[src/rtl/interrupt_controller_if.sv]
// Processor-side handshake of the interrupt controller: the held request line,
// the id/vector of the source being requested, and the ack/eoi pulses from the core.
interface interrupt_controller_if #(
  parameter int ID_W = 2
) ();
  logic            interupt;
  logic [ID_W-1:0] int_id;
  logic [15:0]     int_vector;
  logic            int_ack;
  logic            int_eoi;

  // Controller side drives the request, the processor side answers it.
  modport master (output interupt, int_id, int_vector, input  int_ack, int_eoi);
  modport slave  (input  interupt, int_id, int_vector, output int_ack, int_eoi);
endinterface

[src/rtl/interrupt_controller.sv]
// Prioritised interrupt front-end: synchronises and edge-detects external
// sources, latches pending events, applies a mask and hands the lowest
// eligible source to the processor with a held request until ack, then
// blocks further requests until end-of-interrupt.
module interrupt_controller #(
  parameter int                 NUM_SRC  = 4,
  parameter int                 ID_W     = 2,
  parameter logic [15:0]        VEC_BASE = 16'h0000,
  parameter logic [NUM_SRC-1:0] MASK_RST = '1
) (
  input  logic               clk,
  input  logic               reset,
  input  logic [NUM_SRC-1:0] irq_src,
  input  logic               mask_we,
  input  logic [NUM_SRC-1:0] mask_data,
  output logic [NUM_SRC-1:0] pending,
  output logic [NUM_SRC-1:0] mask,
  interrupt_controller_if.master cpu
);

  typedef enum logic [1:0] {IDLE, REQ, SERVICE} state_e;

  state_e             state_q, state_d;
  logic [ID_W-1:0]    id_q, id_d;
  logic [15:0]        vec_q, vec_d;
  logic [NUM_SRC-1:0] sync1_q, sync2_q, sync3_q;
  logic [NUM_SRC-1:0] pending_q, pending_d;
  logic [NUM_SRC-1:0] mask_q, mask_d;
  logic [NUM_SRC-1:0] edge_det, eligible, clr;
  logic [ID_W-1:0]    sel_id;

  // A rising edge is sync2 freshly high while sync3 still holds the old level.
  assign edge_det = sync2_q & ~sync3_q;
  assign eligible = pending_q & mask_q;

  // Input path: two-flop synchroniser plus an edge-detect stage per source.
  // NOTE: sequential state uses non-blocking assignments so every flop samples pre-edge values.
  always_ff @(posedge clk or negedge reset) begin
    if (!reset) begin
      sync1_q <= '0;
      sync2_q <= '0;
      sync3_q <= '0;
    end else begin
      sync1_q <= irq_src;
      sync2_q <= sync1_q;
      sync3_q <= sync2_q;
    end
  end

  // Lowest eligible index wins; index 0 has the highest priority.
  // NOTE: every combinational output gets a default first so no latch is inferred.
  always_comb begin
    sel_id = '0;
    for (int i = NUM_SRC - 1; i >= 0; i--) begin
      if (eligible[i]) sel_id = ID_W'(i);
    end
  end

  // Request FSM next-state, plus the pending-clear produced by an accepted ack.
  always_comb begin
    state_d = state_q;
    id_d    = id_q;
    vec_d   = vec_q;
    clr     = '0;
    unique case (state_q)
      IDLE: begin
        if (|eligible) begin
          state_d = REQ;
          id_d    = sel_id;
          vec_d   = VEC_BASE + 16'(sel_id);
        end
      end
      REQ: begin
        // The latched id is committed: no preemption, no cancel by masking.
        if (cpu.int_ack) begin
          state_d = SERVICE;
          clr[id_q] = 1'b1;
        end
      end
      SERVICE: begin
        if (cpu.int_eoi) state_d = IDLE;
      end
      default: state_d = IDLE;
    endcase
  end

  // A new edge on the source being cleared wins over the clear.
  assign pending_d = (pending_q & ~clr) | edge_det;
  assign mask_d    = mask_we ? mask_data : mask_q;

  // State, latched id/vector, pending events and mask register.
  always_ff @(posedge clk or negedge reset) begin
    if (!reset) begin
      state_q   <= IDLE;
      id_q      <= '0;
      vec_q     <= VEC_BASE;
      pending_q <= '0;
      mask_q    <= MASK_RST;
    end else begin
      state_q   <= state_d;
      id_q      <= id_d;
      vec_q     <= vec_d;
      pending_q <= pending_d;
      mask_q    <= mask_d;
    end
  end

  // The request is a decode of the registered state, so it is glitch-free.
  assign cpu.interupt   = (state_q == REQ);
  assign cpu.int_id     = id_q;
  assign cpu.int_vector = vec_q;
  assign pending        = pending_q;
  assign mask           = mask_q;

endmodule

[src/flat_wrapper.sv]
// flat-port wrapper written by rule: the top's interface ports become plain ports
module interrupt_controller_flat 
#(
  parameter int                 NUM_SRC  = 4,
  parameter int                 ID_W     = 2,
  parameter logic [15:0]        VEC_BASE = 16'h0000,
  parameter logic [NUM_SRC-1:0] MASK_RST = '1
)
  (clk, reset, irq_src, mask_we, mask_data, pending, mask, cpu_interupt, cpu_int_id, cpu_int_vector, cpu_int_ack, cpu_int_eoi);
  interrupt_controller_if #(.ID_W(ID_W)) cpu_i ();
  input  logic clk;
  input  logic reset;
  input  logic [NUM_SRC-1:0] irq_src;
  input  logic mask_we;
  input  logic [NUM_SRC-1:0] mask_data;
  output logic [NUM_SRC-1:0] pending;
  output logic [NUM_SRC-1:0] mask;
  output wire logic [$bits(cpu_i.interupt)-1:0] cpu_interupt;
  output wire logic [$bits(cpu_i.int_id)-1:0] cpu_int_id;
  output wire logic [$bits(cpu_i.int_vector)-1:0] cpu_int_vector;
  input wire logic [$bits(cpu_i.int_ack)-1:0] cpu_int_ack;
  input wire logic [$bits(cpu_i.int_eoi)-1:0] cpu_int_eoi;
  assign cpu_interupt = cpu_i.interupt;
  assign cpu_int_id = cpu_i.int_id;
  assign cpu_int_vector = cpu_i.int_vector;
  assign cpu_i.int_ack = cpu_int_ack;
  assign cpu_i.int_eoi = cpu_int_eoi;
  interrupt_controller #(.NUM_SRC(NUM_SRC), .ID_W(ID_W), .VEC_BASE(VEC_BASE), .MASK_RST(MASK_RST)) u_core (.clk(clk), .reset(reset), .irq_src(irq_src), .mask_we(mask_we), .mask_data(mask_data), .pending(pending), .mask(mask), .cpu(cpu_i));
endmodule
[config.mk]
export PLATFORM = sky130hd
export DESIGN_NAME = interrupt_controller_flat
export DESIGN_NICKNAME = d
export VERILOG_FILES = /design/src/rtl/interrupt_controller_if.sv /design/src/rtl/interrupt_controller.sv /design/src/flat_wrapper.sv
export SDC_FILE = /design/constraint.sdc
export NUM_CORES = 1
export LEC_CHECK = 0
export ABC_AREA = 1
export ABC_CLOCK_PERIOD_IN_PS = 1100
export BUFFER_PORTS_ARGS = -buffer_cell sky130_fd_sc_hd__buf_2
export CORE_ASPECT_RATIO = 0.8
export CORE_MARGIN = 2
export CORE_UTILIZATION = 46
export DETAILED_ROUTE_END_ITERATION = 6
export GPL_ROUTABILITY_DRIVEN = 0
export PLACE_DENSITY = 0.77
export SYNTH_ARGS = -nofsm -noshare
export SYNTH_HDL_FRONTEND = slang
export SYNTH_SLANG_ARGS = --single-unit
export TNS_END_PERCENT = 10
[constraint.sdc]
create_clock -name clk -period 1.1 [get_ports clk]
set_input_delay 0.22 -clock clk [delete_from_list [all_inputs] [get_ports clk]]
set_output_delay 0.22 -clock clk [all_outputs]
set_load 0.05 [all_outputs]
==> run summary <==
status - complete, but fails checks
failing checks - negative setup slack
Synth cell types - 16
sum of buffers and inverters on the critical path - 1
row cnt - 14
Via density - 4.57
CP Launch Type - flip-flop
Max Cap Violations - 0
fin crit period - 1.27 ns
clock latency on the worst-skew pair - 0.31 ns
WS Path Type - reg -> out
Buffers on Ports - 25
post-route ant nets - 0
initial antenna violation count - 0
Setup Viol. Count Final - 15
design area - 1320 µm²
CTS Buffer Depth - 2
flop2flop setup slack - -0.08 ns
vias in the first global route - 615
fraction of layout cells with a size suffix above 1 - 42.1%
Post-synth ARST share - 100%
DRC - 0
Crit. Startpoint - u_core.mask[0]
hpwl dp - 1.09 mm
Fmax - 790 MHz
Critical Path Stages - 1
clock skew - 0.00144 ns
Synth warnings - 0
core footprint - 1940 µm²
Final nets - 140
Num CTS Buffers - 3
Hold Crit Class - in -> reg
CP required - 0.88 ns
Die Y-Extent - 45.3 µm
Top Family by Delay on Critical Path - flip-flops
Post-Synthesis Cells - 89
root buffer cell - clkbuf_4
Worst Hold Depth - 2
endpoint of the worst-slack reg-to-reg timing path - u_core.cpu.int_id[0]
Initial DRT Pass Iterations - 4
PnR worst setup slack - -0.166 ns
Synth area leaders - dfrtp_1 51%, buf_4 12%, dfstp_2 11%
CP peak stage delay - 0.58 ns
post-synth top area cell - dfrtp_1
Worst-path clk slew - 0.13 ns
placed inst area - 1070 µm²
crit-path cells - buf_8
Vias - 686
post-synth top area share - 51.1%
total grt overflow - 0
ys flop type - dfrtp_1
worst rel slew slack - 66.0%
DR iter-0 viols - 12
EDFF count, synth - 0
clock sinks - 24
Post-Syn Area - 980 µm²
# IOs - 40
leakage power - 0.662 nW
CP Capture Type - output port
part of the cycle the worst path needs - 115%
Total Die Area - 2520 µm²
Worst Tran Pin Value - 0.510 ns
Overall Power - 3.56 mW
commonest cells in the netlist - 20 x dfrtp_1, 19 x nand2_1, 16 x buf_4, 7 x inv_1, 5 x nand3_1
worst vdd ir - 2.41 mV
#FFs+latches synth - 24
syn_area_per_cell - 11.0 µm²
Worst Setup EP - mask[0]
# diodes - 0
sequential element share of the synthesized area - 61.8%
Register-to-Register Path Depth - 7
Starting Density - 50.4%
largest net degree at the start of global routing - 25
Wirelength per Cell - 10.7 µm
global-route wire length before repair - 2.55 mm
crit-path max FO - 2
CP arrival - 1.05 ns
Die W - 55.6 µm
H-tree depth - 1
final hold viol count - 0
Total Routing Usage GR - 13.9%
area grow syn2layout - 34.2%
RSZ-0062 raised after global routing - yes
critical path's slowest cell - dfstp_2
worst reg2reg path startpoint - u_core.mask[0]
pwr/cell area - 2710 nW/µm²
top-count cell post-synth - dfrtp_1
fill count - 139
DRT Wirelength - 1.61 mm
final max-slew violation count - 0
CTS tree - done
[kinds of logic (layout without fill, tap and decap cells)]
family	count (synthesis)	after routing	synth area share, %
other cells	1	14	0.383
mux	4	4	4.60
compound gates	8	8	5.11
simple gates	27	27	12.4
buf+inv	25	49	15.7
flops	24	24	61.8
[final cells by class]
| cell class | count | area (µm²) | area share [%] |
|---|---|---|---|
| Clock buffer | 3 | 22.5 | 1.71 |
| Clock inverter | 1 | 30.0 | 2.28 |
| Inverter | 9 | 33.8 | 2.57 |
| Multi-Input combinational cell | 53 | 274 | 20.8 |
| Sequential cell | 24 | 608 | 46.2 |
| Tap cell | 24 | 30.0 | 2.28 |
| Timing Repair Buffer | 36 | 317 | 24.1 |
[registers in the layout, indices dropped and copies added, names as in the netlist]
name / flops
u_core.mask: 4
u_core.pending: 4
u_core.sync1_q: 4
u_core.sync2_q: 4
u_core.sync3_q: 4
u_core.cpu.int_id: 2
u_core.state_q: 2
[where the power goes]
part | switching [mW] | internal, mW | total (mW)
clock | 0.259 | 0.368 | 0.627
sequential | 0.185 | 1.06 | 1.25
combinational | 1.09 | 0.593 | 1.69
total | 1.54 | 2.02 | 3.56
[placed cells by master (no fill, tap or decap), drive strengths merged]
master	Yosys	routed
nand3	6	6
o21ai	7	7
buf	16	31
dfstp	4	4
nor2	2	2
dlygate4sd3	0	5
bufinv	0	1
clkbuf	0	3
o211ai	1	1
mux2	4	4
conb	1	14
inv	9	9
nand2	19	19
dfrtp	20	20
[what timing repair did]
item | 4_1_cts | 5_1_grt
hold endpoints to repair | 24 | 0
cloned | 0 | 0
pin swaps | 2 | 1
setup buffers | 6 | 0
gates resized for setup | 30 | 2
setup endpoints to repair | 13 | 18
hold buffers | 5 | 0
[through the flow]
step / hold slack [ns] / utilization, % / setup TNS [ns] / setup slack, ns / instances
finish: 0.0979 / 67.6 / -1.30 / -0.166 / 150
global route: 0.0793 / 67.6 / -2.05 / -0.204 / 150
CTS: 0.0908 / 67.4 / -1.40 / -0.158 / 150
detailed placement: 0.221 / 54.9 / 0 / 0.0402 / 135
global placement: 0.214 / 54.9 / 0 / 0.0622 / 135
floorplan: -0.0756 / - / -0.388 / -0.0857 / 102
[layer usage]
layer  up-vias  wire length (µm)  global-route usage (%)
met4         0                24                    5.85
li1        325                 -                       -
met1       324               645                    14.7
met3         2               125                    6.30
met2        35               816                    24.8
met5         -                 0                       0
[how the worst min path moves through the flow]
stage	from	slack, ns	end
global route	cpu_int_eoi	0.08	u_core.state_q[1]
finish	cpu_int_eoi	0.1	u_core.state_q[1]
floorplan	reset	-0.08	u_core.cpu.int_id[0]
CTS	cpu_int_eoi	0.09	u_core.state_q[1]
detailed placement	reset	0.22	u_core.state_q[1]
global placement	reset	0.21	u_core.state_q[1]
(Power assumes the default switching activity.)
